`config.mk`:
```
export PLATFORM = sky130hd
export DESIGN_NAME = regbank_write_arbiter_flat
export DESIGN_NICKNAME = d
export VERILOG_FILES = /design/src/rtl/regbank_write_arbiter_pkg.sv /design/src/rtl/regbank_write_arbiter_if.sv /design/src/rtl/regbank_write_arbiter_rr_priority_picker.sv /design/src/rtl/regbank_write_arbiter.sv /design/src/flat_wrapper.sv
export VERILOG_INCLUDE_DIRS = /design/src /design/src/rtl
export SDC_FILE = /design/constraint.sdc
export NUM_CORES = 1
export LEC_CHECK = 0
export CELL_PAD_IN_SITES_DETAIL_PLACEMENT = 1
export CELL_PAD_IN_SITES_GLOBAL_PLACEMENT = 1
export CORE_MARGIN = 2
export CORE_UTILIZATION = 44
export DETAILED_ROUTE_END_ITERATION = 8
export DONT_BUFFER_PORTS = 1
export GPL_ROUTABILITY_DRIVEN = 0
export PLACE_DENSITY_LB_ADDON = 0.1
export SYNTH_ARGS = -nofsm -noshare
export SYNTH_HDL_FRONTEND = slang
export SYNTH_SLANG_ARGS = --single-unit
```
`constraint.sdc`:
```
create_clock -name clock -period 3.6 [get_ports clock]
set_input_delay 0.18 -clock clock [delete_from_list [all_inputs] [get_ports clock]]
set_output_delay 0.18 -clock clock [all_outputs]
set_load 0.02 [all_outputs]
```
`src/rtl/macros.vh`:
```
// +--------------------------------------------------------------------+
// | macros.vh : shared size defaults and clog2 helper for the arbiter   |
// | Rev 1.0                                                             |
// +--------------------------------------------------------------------+
`default_nettype none
`ifndef RWA_MACROS_VH
`define RWA_MACROS_VH

`define RWA_DEFAULT_DATA_SIZE 32
`define RWA_DEFAULT_ADDR_SIZE 5
// A single requester still needs a 1-bit index.
`define RWA_CLOG2(n) (((n) <= 1) ? 1 : $clog2(n))

`endif
`default_nettype wire

```
`src/rtl/regbank_write_arbiter_pkg.sv`:
```
// +--------------------------------------------------------------------+
// | regbank_write_arbiter_pkg : shared constants and helpers            |
// | Rev 1.0                                                             |
// +--------------------------------------------------------------------+
`include "macros.vh"
`default_nettype none

package regbank_write_arbiter_pkg;

   localparam int          c_DEFAULT_DATA_SIZE = `RWA_DEFAULT_DATA_SIZE;
   localparam int          c_DEFAULT_ADDR_SIZE = `RWA_DEFAULT_ADDR_SIZE;
   localparam int          c_MAX_REQ           = 8;
   localparam logic [15:0] c_CONFLICT_MAX      = 16'hFFFF;

   function automatic int idx_width(input int n);
      return `RWA_CLOG2(n);
   endfunction

   // True when two or more requesters are asking in the same cycle.
   function automatic logic multi_valid(input logic [c_MAX_REQ-1:0] v);
      int n;
      n = 0;
      for (int i = 0; i < c_MAX_REQ; i++) begin
         n = n + int'(v[i]);
      end
      return (n >= 2);
   endfunction

endpackage

`default_nettype wire

```
`src/rtl/regbank_write_arbiter_if.sv`:
```
// +--------------------------------------------------------------------+
// | regbank_write_arbiter_if : requester bus and bank write port        |
// | Rev 1.0                                                             |
// +--------------------------------------------------------------------+
`default_nettype none

interface regbank_write_arbiter_if
   import regbank_write_arbiter_pkg::*;
#(
   parameter int NUM_REQ   = 4,
   parameter int DATA_SIZE = c_DEFAULT_DATA_SIZE,
   parameter int ADDR_SIZE = c_DEFAULT_ADDR_SIZE
) ();

   localparam int c_IDX_W = idx_width(NUM_REQ);

   logic                           stall;
   logic [NUM_REQ-1:0]             req_valid;
   logic [NUM_REQ*ADDR_SIZE-1:0]   req_addr;
   logic [NUM_REQ*DATA_SIZE-1:0]   req_data;
   logic [NUM_REQ-1:0]             req_ready;
   logic                           wr_enable;
   logic [ADDR_SIZE-1:0]           wr_addr;
   logic [DATA_SIZE-1:0]           wr_data;
   logic [c_IDX_W-1:0]             grant_id;
   logic [15:0]                    conflict_count;

   modport master (
      output stall, req_valid, req_addr, req_data,
      input  req_ready, wr_enable, wr_addr, wr_data, grant_id, conflict_count
   );

   modport slave (
      input  stall, req_valid, req_addr, req_data,
      output req_ready, wr_enable, wr_addr, wr_data, grant_id, conflict_count
   );

endinterface

`default_nettype wire

```
`src/rtl/regbank_write_arbiter_rr_priority_picker.sv`:
```
// +--------------------------------------------------------------------+
// | rr_priority_picker : first valid index at or after ptr, wrapping    |
// | Rev 1.0                                                             |
// +--------------------------------------------------------------------+
`default_nettype none

module rr_priority_picker #(
   parameter int NUM_REQ = 4,
   parameter int IDX_W   = 2
) (
   input  wire logic [NUM_REQ-1:0] valid,
   input  wire logic [IDX_W-1:0]   ptr,
   output logic      [NUM_REQ-1:0] grant,
   output logic      [IDX_W-1:0]   idx,
   output logic                    any_valid
);

   int w_pos;

   always_comb begin
      grant     = '0;
      idx       = '0;
      any_valid = 1'b0;
      w_pos     = 0;
      for (int k = 0; k < NUM_REQ; k++) begin
         // Explicit wrap keeps non-power-of-two sizes correct.
         w_pos = int'(ptr) + k;
         if (w_pos >= NUM_REQ) begin
            w_pos = w_pos - NUM_REQ;
         end
         if (!any_valid && valid[w_pos]) begin
            any_valid    = 1'b1;
            idx          = IDX_W'(w_pos);
            grant[w_pos] = 1'b1;
         end
      end
   end

endmodule

`default_nettype wire

```
`src/rtl/regbank_write_arbiter.sv`:
```
// +--------------------------------------------------------------------+
// | regbank_write_arbiter : round-robin share of the regbank write port |
// | Rev 1.0                                                             |
// +--------------------------------------------------------------------+
`default_nettype none

module regbank_write_arbiter
   import regbank_write_arbiter_pkg::*;
#(
   parameter int NUM_REQ   = 4,
   parameter int DATA_SIZE = c_DEFAULT_DATA_SIZE,
   parameter int ADDR_SIZE = c_DEFAULT_ADDR_SIZE
) (
   input wire logic               clock,
   input wire logic               reset,
   regbank_write_arbiter_if.slave bus
);

   localparam int                 c_IDX_W = idx_width(NUM_REQ);
   localparam logic [c_IDX_W-1:0] c_LAST  = c_IDX_W'(NUM_REQ - 1);

   logic [c_IDX_W-1:0]   r_ptr;
   logic [c_IDX_W-1:0]   r_grant_id;
   logic                 r_wr_enable;
   logic [ADDR_SIZE-1:0] r_wr_addr;
   logic [DATA_SIZE-1:0] r_wr_data;
   logic [15:0]          r_conflict;

   logic [NUM_REQ-1:0]   w_grant;
   logic [c_IDX_W-1:0]   w_idx;
   logic                 w_any;
   logic                 w_xfer;
   logic [ADDR_SIZE-1:0] w_sel_addr;
   logic [DATA_SIZE-1:0] w_sel_data;
   logic [c_MAX_REQ-1:0] w_valid_pad;

   rr_priority_picker #(
      .NUM_REQ (NUM_REQ),
      .IDX_W   (c_IDX_W)
   ) u_picker (
      .valid     (bus.req_valid),
      .ptr       (r_ptr),
      .grant     (w_grant),
      .idx       (w_idx),
      .any_valid (w_any)
   );

   // Reset also gates the grant so nothing is accepted while it is high.
   assign w_xfer        = w_any & ~bus.stall & ~reset;
   assign bus.req_ready = w_xfer ? w_grant : '0;

   assign w_sel_addr  = bus.req_addr[int'(w_idx)*ADDR_SIZE +: ADDR_SIZE];
   assign w_sel_data  = bus.req_data[int'(w_idx)*DATA_SIZE +: DATA_SIZE];
   assign w_valid_pad = c_MAX_REQ'(bus.req_valid);

   always_ff @(posedge clock) begin
      if (reset) begin
         r_ptr       <= '0;
         r_wr_enable <= 1'b0;
         r_wr_addr   <= '0;
         r_wr_data   <= '0;
         r_grant_id  <= '0;
         r_conflict  <= '0;
      end else begin
         // x0 writes complete the handshake but never strobe the bank.
         r_wr_enable <= w_xfer && (w_sel_addr != '0);
         if (w_xfer) begin
            r_wr_addr  <= w_sel_addr;
            r_wr_data  <= w_sel_data;
            r_grant_id <= w_idx;
            r_ptr      <= (w_idx == c_LAST) ? '0 : w_idx + 1'b1;
         end
         if (multi_valid(w_valid_pad) && (r_conflict != c_CONFLICT_MAX)) begin
            r_conflict <= r_conflict + 16'd1;
         end
      end
   end

   assign bus.wr_enable      = r_wr_enable;
   assign bus.wr_addr        = r_wr_addr;
   assign bus.wr_data        = r_wr_data;
   assign bus.grant_id       = r_grant_id;
   assign bus.conflict_count = r_conflict;

endmodule

`default_nettype wire

```
`src/flat_wrapper.sv`:
```
// flat-port wrapper written by rule: the top's interface ports become plain ports
module regbank_write_arbiter_flat import regbank_write_arbiter_pkg::*;
#(
   parameter int NUM_REQ   = 4,
   parameter int DATA_SIZE = c_DEFAULT_DATA_SIZE,
   parameter int ADDR_SIZE = c_DEFAULT_ADDR_SIZE
)
  (clock, reset, bus_stall, bus_req_valid, bus_req_addr, bus_req_data, bus_req_ready, bus_wr_enable, bus_wr_addr, bus_wr_data, bus_grant_id, bus_conflict_count);
  regbank_write_arbiter_if #(.NUM_REQ(NUM_REQ), .DATA_SIZE(DATA_SIZE), .ADDR_SIZE(ADDR_SIZE)) bus_i ();
  input wire logic clock;
  input wire logic reset;
  input wire logic [$bits(bus_i.stall)-1:0] bus_stall;
  input wire logic [$bits(bus_i.req_valid)-1:0] bus_req_valid;
  input wire logic [$bits(bus_i.req_addr)-1:0] bus_req_addr;
  input wire logic [$bits(bus_i.req_data)-1:0] bus_req_data;
  output wire logic [$bits(bus_i.req_ready)-1:0] bus_req_ready;
  output wire logic [$bits(bus_i.wr_enable)-1:0] bus_wr_enable;
  output wire logic [$bits(bus_i.wr_addr)-1:0] bus_wr_addr;
  output wire logic [$bits(bus_i.wr_data)-1:0] bus_wr_data;
  output wire logic [$bits(bus_i.grant_id)-1:0] bus_grant_id;
  output wire logic [$bits(bus_i.conflict_count)-1:0] bus_conflict_count;
  assign bus_i.stall = bus_stall;
  assign bus_i.req_valid = bus_req_valid;
  assign bus_i.req_addr = bus_req_addr;
  assign bus_i.req_data = bus_req_data;
  assign bus_req_ready = bus_i.req_ready;
  assign bus_wr_enable = bus_i.wr_enable;
  assign bus_wr_addr = bus_i.wr_addr;
  assign bus_wr_data = bus_i.wr_data;
  assign bus_grant_id = bus_i.grant_id;
  assign bus_conflict_count = bus_i.conflict_count;
  regbank_write_arbiter #(.NUM_REQ(NUM_REQ), .DATA_SIZE(DATA_SIZE), .ADDR_SIZE(ADDR_SIZE)) u_core (.clock(clock), .reset(reset), .bus(bus_i));
endmodule
```
==> results.md, run 1 <==
- WL final: 13500 µm
- Cells after synthesis: 517
- Yosys top cell area share: 28.8%
- Post-synthesis sequential area ratio: 28.8%
- Commonest non-fill, non-tap cells in the layout: nand2_1 (102), dfxtp_1 (57), inv_1 (41), a221oi_1 (37)
- Grt ovf: 0
- Site row count: 34
- Synth cell types: 49
- CP Capture Type: register
- CTS sink count: 58
- Nets: 654
- H-tree depth: 3
- CTS tree: done
- RR Startpoint: u_core.r_ptr[1]
- Slew Limit Fails: 0
- Clock slew at reported path FFs: 0.07 ns
- # DRC: 0
- Total Power: 3720 µW
- Initial antenna violation count: 1
- Critical path required time: 3.82 ns
- Hold depth: 2
- Max Fanout on Critical Path: 8
- VDD IR max: 0.331 mV
- Initial DRC count: 172
- EDFF count, synth: 0
- Drt pass-1 iters: 4
- First-pass GRT wire length: 21100 µm
- Power density cells: 860 mW/mm²
- Pre-CTS setup slack: 0.162 ns
- Worst hold path type: in2reg
- Status: finished, final reports clean
- ANT cells: 0
- Vias in the first global route: 4078
- Area Overhead vs Synth: 7.46%
- Setup Fix Bufs, Post-CTS: 0
- Crit start category: register
- I/O pin count: 215
- CTS Buffer Depth: 2
- Vias/cell: 6.54
- Cell leakage power: 0.00165 µW
- Area leader, netlist: dfxtp_1
- Setup violations, final: 0
- Post-Syn Nets: 679
- Register-to-Register Path Depth: 8
- Final worst slack: 0.179 ns
- Post-DP HPWL: 9310 µm
- Crit Path Class: reg2reg
- IO buf count: 0
- GRT Total Usage: 26.5%
- Syn_area_per_cell: 7.79 µm²
- FF-to-FF setup slack: 0.18 ns
- Clk Latency, worst-skew pair: 0.33 ns
- Root Buffer: clkbuf_8
- Async set or reset register ratio after synthesis: 0%
- CTS buffer count: 9
- Initial Util: 45.7%
- Critical path endpoint: u_core.bus.wr_enable
- Layout cells sized above 1: 9.05%
- #FFs+latches synth: 58
- Die H: 99.6 µm
- Critical Path AT: 3.64 ns
- Largest cells by area after synthesis: dfxtp_1 (29%), nand2_1 (9.5%), a221oi_1 (8.1%), a311o_1 (8.0%), a211oi_1 (6.5%)
- Fillers: 1081
- Utilization of the core after routing: 49.1%
- Total of max-cap violations: 0
- Slew HR: 49.8%
- Die width: 99.6 µm
- Register area: 0.00116 mm²
- Routed Antenna Nets: 0
- YS warnings: 0
- Reg-to-reg endpoint: u_core.bus.wr_enable
- Pin count of the biggest net entering global routing: 67
- DR WL/cell: 22.3 µm
- Die area: 0.00993 mm²
- Most common cell after layout, fill and taps aside: nand2_1
- Total number of vias: 3958
- Core area: 0.00881 mm²
- Fmax: 0.292 GHz
- Period minus WS final: 3.42 ns
- Fin. Hold Viols: 0
- Fin crit share: 95.0%
- CP Launch Point: u_core.r_ptr[1]
- Post-Syn Area: 0.00403 mm²
- Top FF cell, synth: dfxtp_1
- Skew final: 0.00922 ns
- Worst-margin pin slew: 0.750 ns
- Multi-input logic area: 0.00247 mm²
[per-stage QoR]
step	hold WS (ns)	instance area [µm²]	cells	TNS, ns
final	0.100	4330	605	0
after global routing	0.0997	4330	605	-0.000870
after CTS	0.0867	4320	605	0
after detailed placement	0.256	4060	588	0
after global placement	0.255	4060	588	0
after floorplan	0.391	4030	517	0
[layout make-up]
cell class | count | area share, %
Clock buffer | 12 | 3.59
Clock inverter | 4 | 1.71
Inverter | 41 | 3.56
Multi-Input combinational cell | 368 | 57.2
Sequential cell | 58 | 26.9
Tap cell | 108 | 3.12
Timing Repair Buffer | 14 | 3.93
[registers in the layout, summed over array words and instances (netlist names)]
signal and flops:
u_core.bus.grant_id 2, u_core.bus.wr_data 32, u_core.bus.wr_enable 1, u_core.bus.conflict_count 16, u_core.bus.wr_addr 5, u_core.r_ptr 2
[power by group]
group	switching, µW	internal [µW]
logic	1160	759
clock network	269	428
registers	307	798
[cell usage after synthesis (2+ instances only)]
cell type and number:
o21ai_0 3, mux4_2 6, a22oi_1 4, a221oi_1 37, nor2b_1 2, dfxtp_1 58
xor2_1 9, xnor2_1 6, buf_4 3, a311o_1 32, inv_1 41, buf_2 13
clkbuf_1 30, a21o_1 2, buf_6 4, nor3_1 4, and3_1 3, o21bai_4 2
a211oi_1 35, mux2i_1 8, nand4_1 5, nand2_1 102, a21oi_1 35, ha_1 7
nor2_1 35, or2_1 2, nand3_1 7
[critical path: stages, from the launching register on]
cell	delay, ns
dfxtp_1	0.48
inv_1	0.21
ha_1	0.36
mux4_2	0.61
o21bai_4	0.24
a22oi_2	0.39
mux4_1	0.64
nor4_1	0.29
a21oi_1	0.10
[metal layers]
metal,GRT usage (%),wire length (µm),part of all wire (%)
met1,32.6,5660,42
met2,46.0,6550,49
met3,6.82,1100,8.1
met4,7.38,171,1.3
met5,0,0,0
[cell families after synthesis]
| group | after synthesis | share of synthesized area (%) |
|---|---|---|
| adder cells (fa/ha/maj) | 7 | 2.18 |
| AND/OR/NAND/NOR | 169 | 17.8 |
| AO/OA/AOI/OAI | 161 | 31.7 |
| XOR/XNOR | 15 | 3.26 |
| flip-flops | 58 | 28.8 |
| multiplexers | 16 | 6.28 |
| buffers and inverters | 91 | 9.92 |
[how the worst min path moves through the flow]
stage / end / from
final: u_core.bus.wr_enable / reset
after global routing: u_core.bus.wr_enable / reset
after CTS: u_core.bus.wr_enable / reset
after detailed placement: u_core.bus.wr_data[27] / reset
after global placement: u_core.bus.wr_data[28] / reset
after floorplan: u_core.bus.wr_enable / reset
[timing repair]
item                       4_1_cts  5_1_grt
resized for setup                0        2
hold buffers                     1        0
setup endpoints to repair        0       10
hold endpoints to repair        57        0
Note: power is estimated with default switching activity, not from simulation.
==> inputs of run 2 (changes only) <==
--- a/config.mk
+++ b/config.mk
@@ -9,10 +9,11 @@
 export CELL_PAD_IN_SITES_DETAIL_PLACEMENT = 1
 export CELL_PAD_IN_SITES_GLOBAL_PLACEMENT = 1
 export CORE_MARGIN = 2
-export CORE_UTILIZATION = 44
+export CORE_UTILIZATION = 40
 export DETAILED_ROUTE_END_ITERATION = 8
 export DONT_BUFFER_PORTS = 1
 export GPL_ROUTABILITY_DRIVEN = 0
+export HOLD_SLACK_MARGIN = 0.06
 export PLACE_DENSITY_LB_ADDON = 0.1
 export SYNTH_ARGS = -nofsm -noshare
 export SYNTH_HDL_FRONTEND = slang
==> results.md, run 2 (synthesized netlist as in run 1, its figures left out) <==
- Final worst slack: 0.293 ns (+0.113 ns)
- Placed cell count: 614 (+4.4%)
- Hold depth: 3 (+1)
- Initial Util: 41.2% (-4.5 points)
- Clock slew at reported path FFs: 0.07 ns (about the same)
- CP max stage delay: 0.69 ns (+0.05 ns)
- Max Fanout on Critical Path: 48 (+40)
- I/O pin count: 215 (unchanged)
- Setup_tns: 0 ns (unchanged)
- Status: finished, final reports clean
- Area Overhead vs Synth: 8.21%
- H-tree depth: 3 (unchanged)
- Crit Path Class: reg2out
- Commonest non-fill, non-tap cells in the layout: nand2_1 (102), dfxtp_1 (57), inv_1 (41), a221oi_1 (37)
- CP Capture Type: primary output
- Initial DRC count: 141 (-18%)
- Max reg flops: 32 (unchanged)
- # DRC: 0 (unchanged)
- RR Startpoint: u_core.r_ptr[0]
- Drt pass-1 iters: 4 (unchanged)
- Skew final: 0.0107 ns (+0.00146 ns)
- Nets: 659 (+0.76%)
- CTS sink count: 58 (unchanged)
- Most common cell after layout, fill and taps aside: nand2_1
- Post-DP HPWL: 9960 µm (+7.0%)
- Site row count: 36 (+5.9%)
- Hold_sp: bus_req_data[120]
- CTS tree: done
- RSZ-0062 raised after global routing: no
- Critical Path AT: 3.13 ns (-0.51 ns)
- Pin count of the biggest net entering global routing: 58 (-13%)
- Cell leakage power: 0.00166 µW (+0.43%)
- Critical path required time: 3.42 ns (-0.40 ns)
- Fmax: 0.302 GHz (+3.4%)
- Crit-path cells: buf_4 -> mux4_2 -> or2_1 -> nor2_1 -> a21o_2 -> or2_2 -> nor2_1
- Reg-to-reg endpoint: u_core.bus.wr_data[1]
- Setup violations, final: 0 (unchanged)
- Core area: 0.00977 mm² (+11%)
- Clk Latency, worst-skew pair: 0.34 ns (about the same)
- ANT cells: 0 (unchanged)
- VDD IR max: 0.377 mV (+14%)
- Grt ovf: 0 (unchanged)
- Pre-CTS setup slack: 0.118 ns (-0.0441 ns)
- Crit start category: register
- FF-to-FF setup slack: 0.32 ns (+0.14 ns)
- Worst hold path type: in2reg
- Layout cells sized above 1: 9.76% (+0.71 points)
- Vias/cell: 6.20 (-5.2%)
- CP delay by family, top: simple AND/OR/NAND/NOR gates
- Vias in the first global route: 4101 (+0.56%)
- Buf/Inv on CP: 1 (unchanged)
- Crit-path slowest cell: mux4_2
- Gates resized, CTS repair: 0 (unchanged)
- Hold worst-path end: u_core.bus.wr_data[24]
- Die width: 104 µm (+4.7%)
- GRT Total Usage: 25.3% (-1.2 points)
- CP most frequent cell: nor2_1
- Slew Limit Fails: 0 (unchanged)
- First-pass GRT wire length: 22100 µm (+4.4%)
- IO buf count: 0 (unchanged)
- Worst-margin pin slew: 0.720 ns (-0.0295 ns)
- Fin. Hold Viols: 0 (unchanged)
- Fin crit share: 91.9% (-3.2 points)
- Slew HR: 51.8% (+2.0 points)
- Power density cells: 847 mW/mm² (-1.6%)
- DR WL/cell: 21.9 µm (-1.8%)
- CTS Buffer Depth: 2 (unchanged)
- Total of max-cap violations: 0 (unchanged)
- Period minus WS final: 3.31 ns (-0.113 ns)
- Final cell count without fillers: 635 (+5.0%)
- Initial antenna violation count: 0 (-1)
- Root Buffer: clkbuf_8
- Routed Antenna Nets: 0 (unchanged)
- Die H: 104 µm (+4.7%)
- CTS buffer count: 9 (unchanged)
- WL final: 13900 µm (+3.1%)
- Register-to-Register Path Depth: 9 (+1)
- Total number of vias: 3938 (-0.51%)
- Die area: 0.0109 mm² (+9.6%)
run 2: changes by cell type in the layout (fill, tap and decap cells not counted), sizes merged:
cell / previous run / this run
dlygate4sd3: 0 / 1
clkinv: 2 / 4
clkbuf: 12 / 11
buf: 14 / 18
bufinv: 2 / 1
run 2: stage by stage:
stage          area [µm²]  power, µW  hold slack [ns]  utilization [%]
4_1_cts              4320       3670            0.101             44.2
2_1_floorplan        4030       2610            0.391                -
3_5_place_dp         4090       3030            0.258             41.8
3_3_place_gp         4090       2970            0.255             41.8
6_report             4360       3690            0.113             44.6
5_1_grt              4360       3960            0.122             44.6
run 2: cell type report:
cell class | count | area (µm²)
Sequential cell | 58 | 1160
Clock inverter | 5 | 53.8
Tap cell | 133 | 166
Timing Repair Buffer | 19 | 203
Inverter | 41 | 154
Clock buffer | 11 | 141
Fill cell | 1205 | 5420
Multi-Input combinational cell | 368 | 2470
run 2: worst max-delay path by stage:
stage	cells after the start	endpoint	slack [ns]	start
2_1_floorplan	11	u_core.bus.wr_enable	0.37	u_core.r_ptr[0]
3_3_place_gp	8	u_core.bus.wr_enable	0.24	u_core.r_ptr[1]
3_5_place_dp	8	u_core.bus.wr_enable	0.12	u_core.r_ptr[1]
4_1_cts	8	u_core.bus.wr_enable	0.08	u_core.r_ptr[1]
5_1_grt	7	bus_req_ready[1]	0.12	u_core.r_ptr[0]
6_report	7	bus_req_ready[2]	0.29	u_core.r_ptr[0]
run 2: worst reg2reg max path, cell delays in order, from the launching register on:
cell      delay, ns
dfxtp_2        0.32
buf_4          0.45
mux4_2         0.70
or2_1          0.32
a21o_1         0.18
nand3_2        0.30
buf_12         0.31
a211oi_1       0.15
a311o_1        0.35
a21oi_1        0.14
run 2: repair_timing:
item | CTS | global route
buffers inserted | 0 | 3
endpoints found under the hold margin | 57 | 0
endpoints found under the setup margin | 0 | 1
hold buffers | 2 | 0
run 2: layer usage:
metal | GRT usage (%) | part of all wire (%)
met3 | 9.71 | 8.2
met1 | 30.2 | 42
met4 | 6.95 | 1.1
met5 | 0 | 0
met2 | 42.5 | 49
run 2: where the power goes:
group          switching [µW]  leakage [µW]  internal, µW
Combinational            1190       0.00108           788
Sequential                297      0.000476           798
Clock                     280      0.000103           336
==> inputs of run 3 (changes only) <==
--- a/config.mk
+++ b/config.mk
@@ -15,6 +15,7 @@
 export GPL_ROUTABILITY_DRIVEN = 0
 export HOLD_SLACK_MARGIN = 0.06
 export PLACE_DENSITY_LB_ADDON = 0.1
+export RECOVER_POWER = 100
 export SYNTH_ARGS = -nofsm -noshare
 export SYNTH_HDL_FRONTEND = slang
 export SYNTH_SLANG_ARGS = --single-unit
==> results.md, run 3 (synthesized netlist as in run 1, its figures left out) <==
- Initial DRC count: 142 (+0.71%)
- Clock slew at reported path FFs: 0.07 ns (about the same)
- Worst-margin pin slew: 0.722 ns (+0.00168 ns)
- Crit Path Class: reg2out
- I/O pin count: 215 (unchanged)
- Max Fanout on Critical Path: 48 (unchanged)
- Worst hold path type: in2reg
- Utilization of the core after routing: 44.4% (-0.15 points)
- CTS tree: done
- Pin count of the biggest net entering global routing: 58 (unchanged)
- RSZ-0062 raised after global routing: no
- Drt pass-1 iters: 4 (unchanged)
- Skew final: 0.0110 ns (+0.000349 ns)
- Multi-input logic area: 0.00246 mm² (-0.45%)
- Vias/cell: 6.18 (-0.33%)
- Status: finished, final reports clean
- Power density cells: 846 mW/mm² (-0.10%)
- Die H: 104 µm (unchanged)
- Die width: 104 µm (unchanged)
- Slew Limit Fails: 0 (unchanged)
- # DRC: 0 (unchanged)
- DR WL/cell: 21.9 µm (about the same)
- Hold_sp: bus_req_data[120]
- Site row count: 36 (unchanged)
- RR Startpoint: u_core.r_ptr[0]
- Critical Path AT: 3.16 ns (+0.03 ns)
- ANT cells: 0 (unchanged)
- Total of max-cap violations: 0 (unchanged)
- Fin. Hold Viols: 0 (unchanged)
- Grt ovf: 0 (unchanged)
- H-tree depth: 3 (unchanged)
- Hold depth: 3 (unchanged)
- Setup violations, final: 0 (unchanged)
- Nets: 659 (unchanged)
- CTS Buffer Depth: 2 (unchanged)
- Register-to-Register Path Depth: 9 (unchanged)
- Total number of vias: 3925 (-0.33%)
- Routed Antenna Nets: 0 (unchanged)
- Clk Latency, worst-skew pair: 0.34 ns (about the same)
- CTS sink count: 58 (unchanged)
- Initial Util: 41.2% (unchanged)
- Commonest non-fill, non-tap cells in the layout: nand2_1 (102), dfxtp_1 (58), inv_1 (41), a221oi_1 (37)
- Layout cells sized above 1: 9.36% (-0.40 points)
- Post-DP HPWL: 9960 µm (unchanged)
- Most common cell after layout, fill and taps aside: nand2_1
- Cell leakage power: 0.00165 µW (-0.25%)
- Fmax: 0.299 GHz (-1.1%)
- Slew HR: 51.6% (-0.11 points)
- Die area: 0.0109 mm² (unchanged)
- Critical path required time: 3.42 ns (about the same)
- DR top layer: met4
- Register area: 0.00116 mm² (-0.11%)
- Max reg flops: 32 (unchanged)
- FF-to-FF setup slack: 0.28 ns (-0.04 ns)
- Fillers: 1206 (+0.083%)
- Reg-to-reg endpoint: u_core.bus.wr_data[1]
- Setup_tns: 0 ns (unchanged)
- GRT Total Usage: 25.3% (unchanged)
- Hold worst-path end: u_core.bus.wr_data[24]
- Period minus WS final: 3.34 ns (+0.0369 ns)
- First-pass GRT wire length: 22100 µm (unchanged)
- VDD IR max: 0.377 mV (about the same)
- Crit start category: register
- Fin crit share: 92.9% (+1.0 points)
- Met1 Wirelength: 5740 µm (-0.97%)
- CP Capture Type: primary output
- Area Overhead vs Synth: 7.83%
- IO buf count: 0 (unchanged)
- Met3 WL: 1170 µm (+2.4%)
- Vias in the first global route: 4101 (unchanged)
- Initial antenna violation count: 0 (unchanged)
- Met2 routed WL: 6830 µm (+0.57%)
- Root Buffer: clkbuf_8
- WL final: 13900 µm (about the same)
- CTS buffer count: 9 (unchanged)
- Core area: 0.00977 mm² (unchanged)
[run 3: changes by cell type in the layout (fill, tap and decap cells not counted), sizes merged]
cell    before  now
buf         18   16
clkbuf      11   13
[run 3: area by class of cell]
type / count / share of cell area [%]
Multi-Input combinational cell: 368 / 56.8
Clock inverter: 5 / 1.24
Sequential cell: 58 / 26.8
Tap cell: 133 / 3.83
Inverter: 41 / 3.55
Clock buffer: 11 / 3.26
Timing Repair Buffer: 19 / 4.61
[run 3: power by group]
| group | switching, µW | internal (µW) | leakage, µW | total [µW] |
|---|---|---|---|---|
| registers | 297 | 798 | 0.000476 | 1090 |
| logic | 1180 | 778 | 0.00107 | 1960 |
| clock network | 281 | 337 | 0.000103 | 618 |
[run 3: critical path, stage by stage (launching register included)]
cell and delay, ns:
dfxtp_1 0.33, buf_4 0.46, mux4_2 0.69, or2_0 0.33
nor2_1 0.12, a21o_2 0.50, or2_2 0.26, nor2_1 0.13
[run 3: per-stage QoR]
step / total power, µW / cells / cell area (µm²) / hold slack, ns / worst slack [ns]
after floorplan: 2610 / 517 / 4030 / 0.391 / 0.374
after global placement: 2970 / 614 / 4090 / 0.255 / 0.244
after detailed placement: 3030 / 614 / 4090 / 0.258 / 0.118
after CTS: 3670 / 632 / 4320 / 0.101 / 0.0842
after global routing: 3950 / 635 / 4340 / 0.122 / 0.0594
final: 3670 / 635 / 4340 / 0.115 / 0.256
[run 3: what timing repair did]
item | CTS | global route
hold buffers | 2 | 0
setup endpoints to repair | 0 | 1
hold endpoints to repair | 57 | 0
resized for setup | 0 | 0
setup buffers | 0 | 3
[run 3: how the worst max path moves through the flow]
| stage | from | endpoint | slack, ns | cells past startpoint |
|---|---|---|---|---|
| finish | u_core.r_ptr[0] | bus_req_ready[2] | 0.26 | 7 |
| global route | u_core.r_ptr[0] | bus_req_ready[1] | 0.06 | 7 |
| CTS | u_core.r_ptr[1] | u_core.bus.wr_enable | 0.08 | 8 |
| detailed placement | u_core.r_ptr[1] | u_core.bus.wr_enable | 0.12 | 8 |
| global placement | u_core.r_ptr[1] | u_core.bus.wr_enable | 0.24 | 8 |
| floorplan | u_core.r_ptr[0] | u_core.bus.wr_enable | 0.37 | 11 |
[run 3: layer usage]
metal / vias to the layer above / global-route usage (%)
met3: 9 / 9.71
met5: - / 0
met2: 148 / 42.5
met1: 1911 / 30.2
li1: 1857 / -
met4: 0 / 6.95
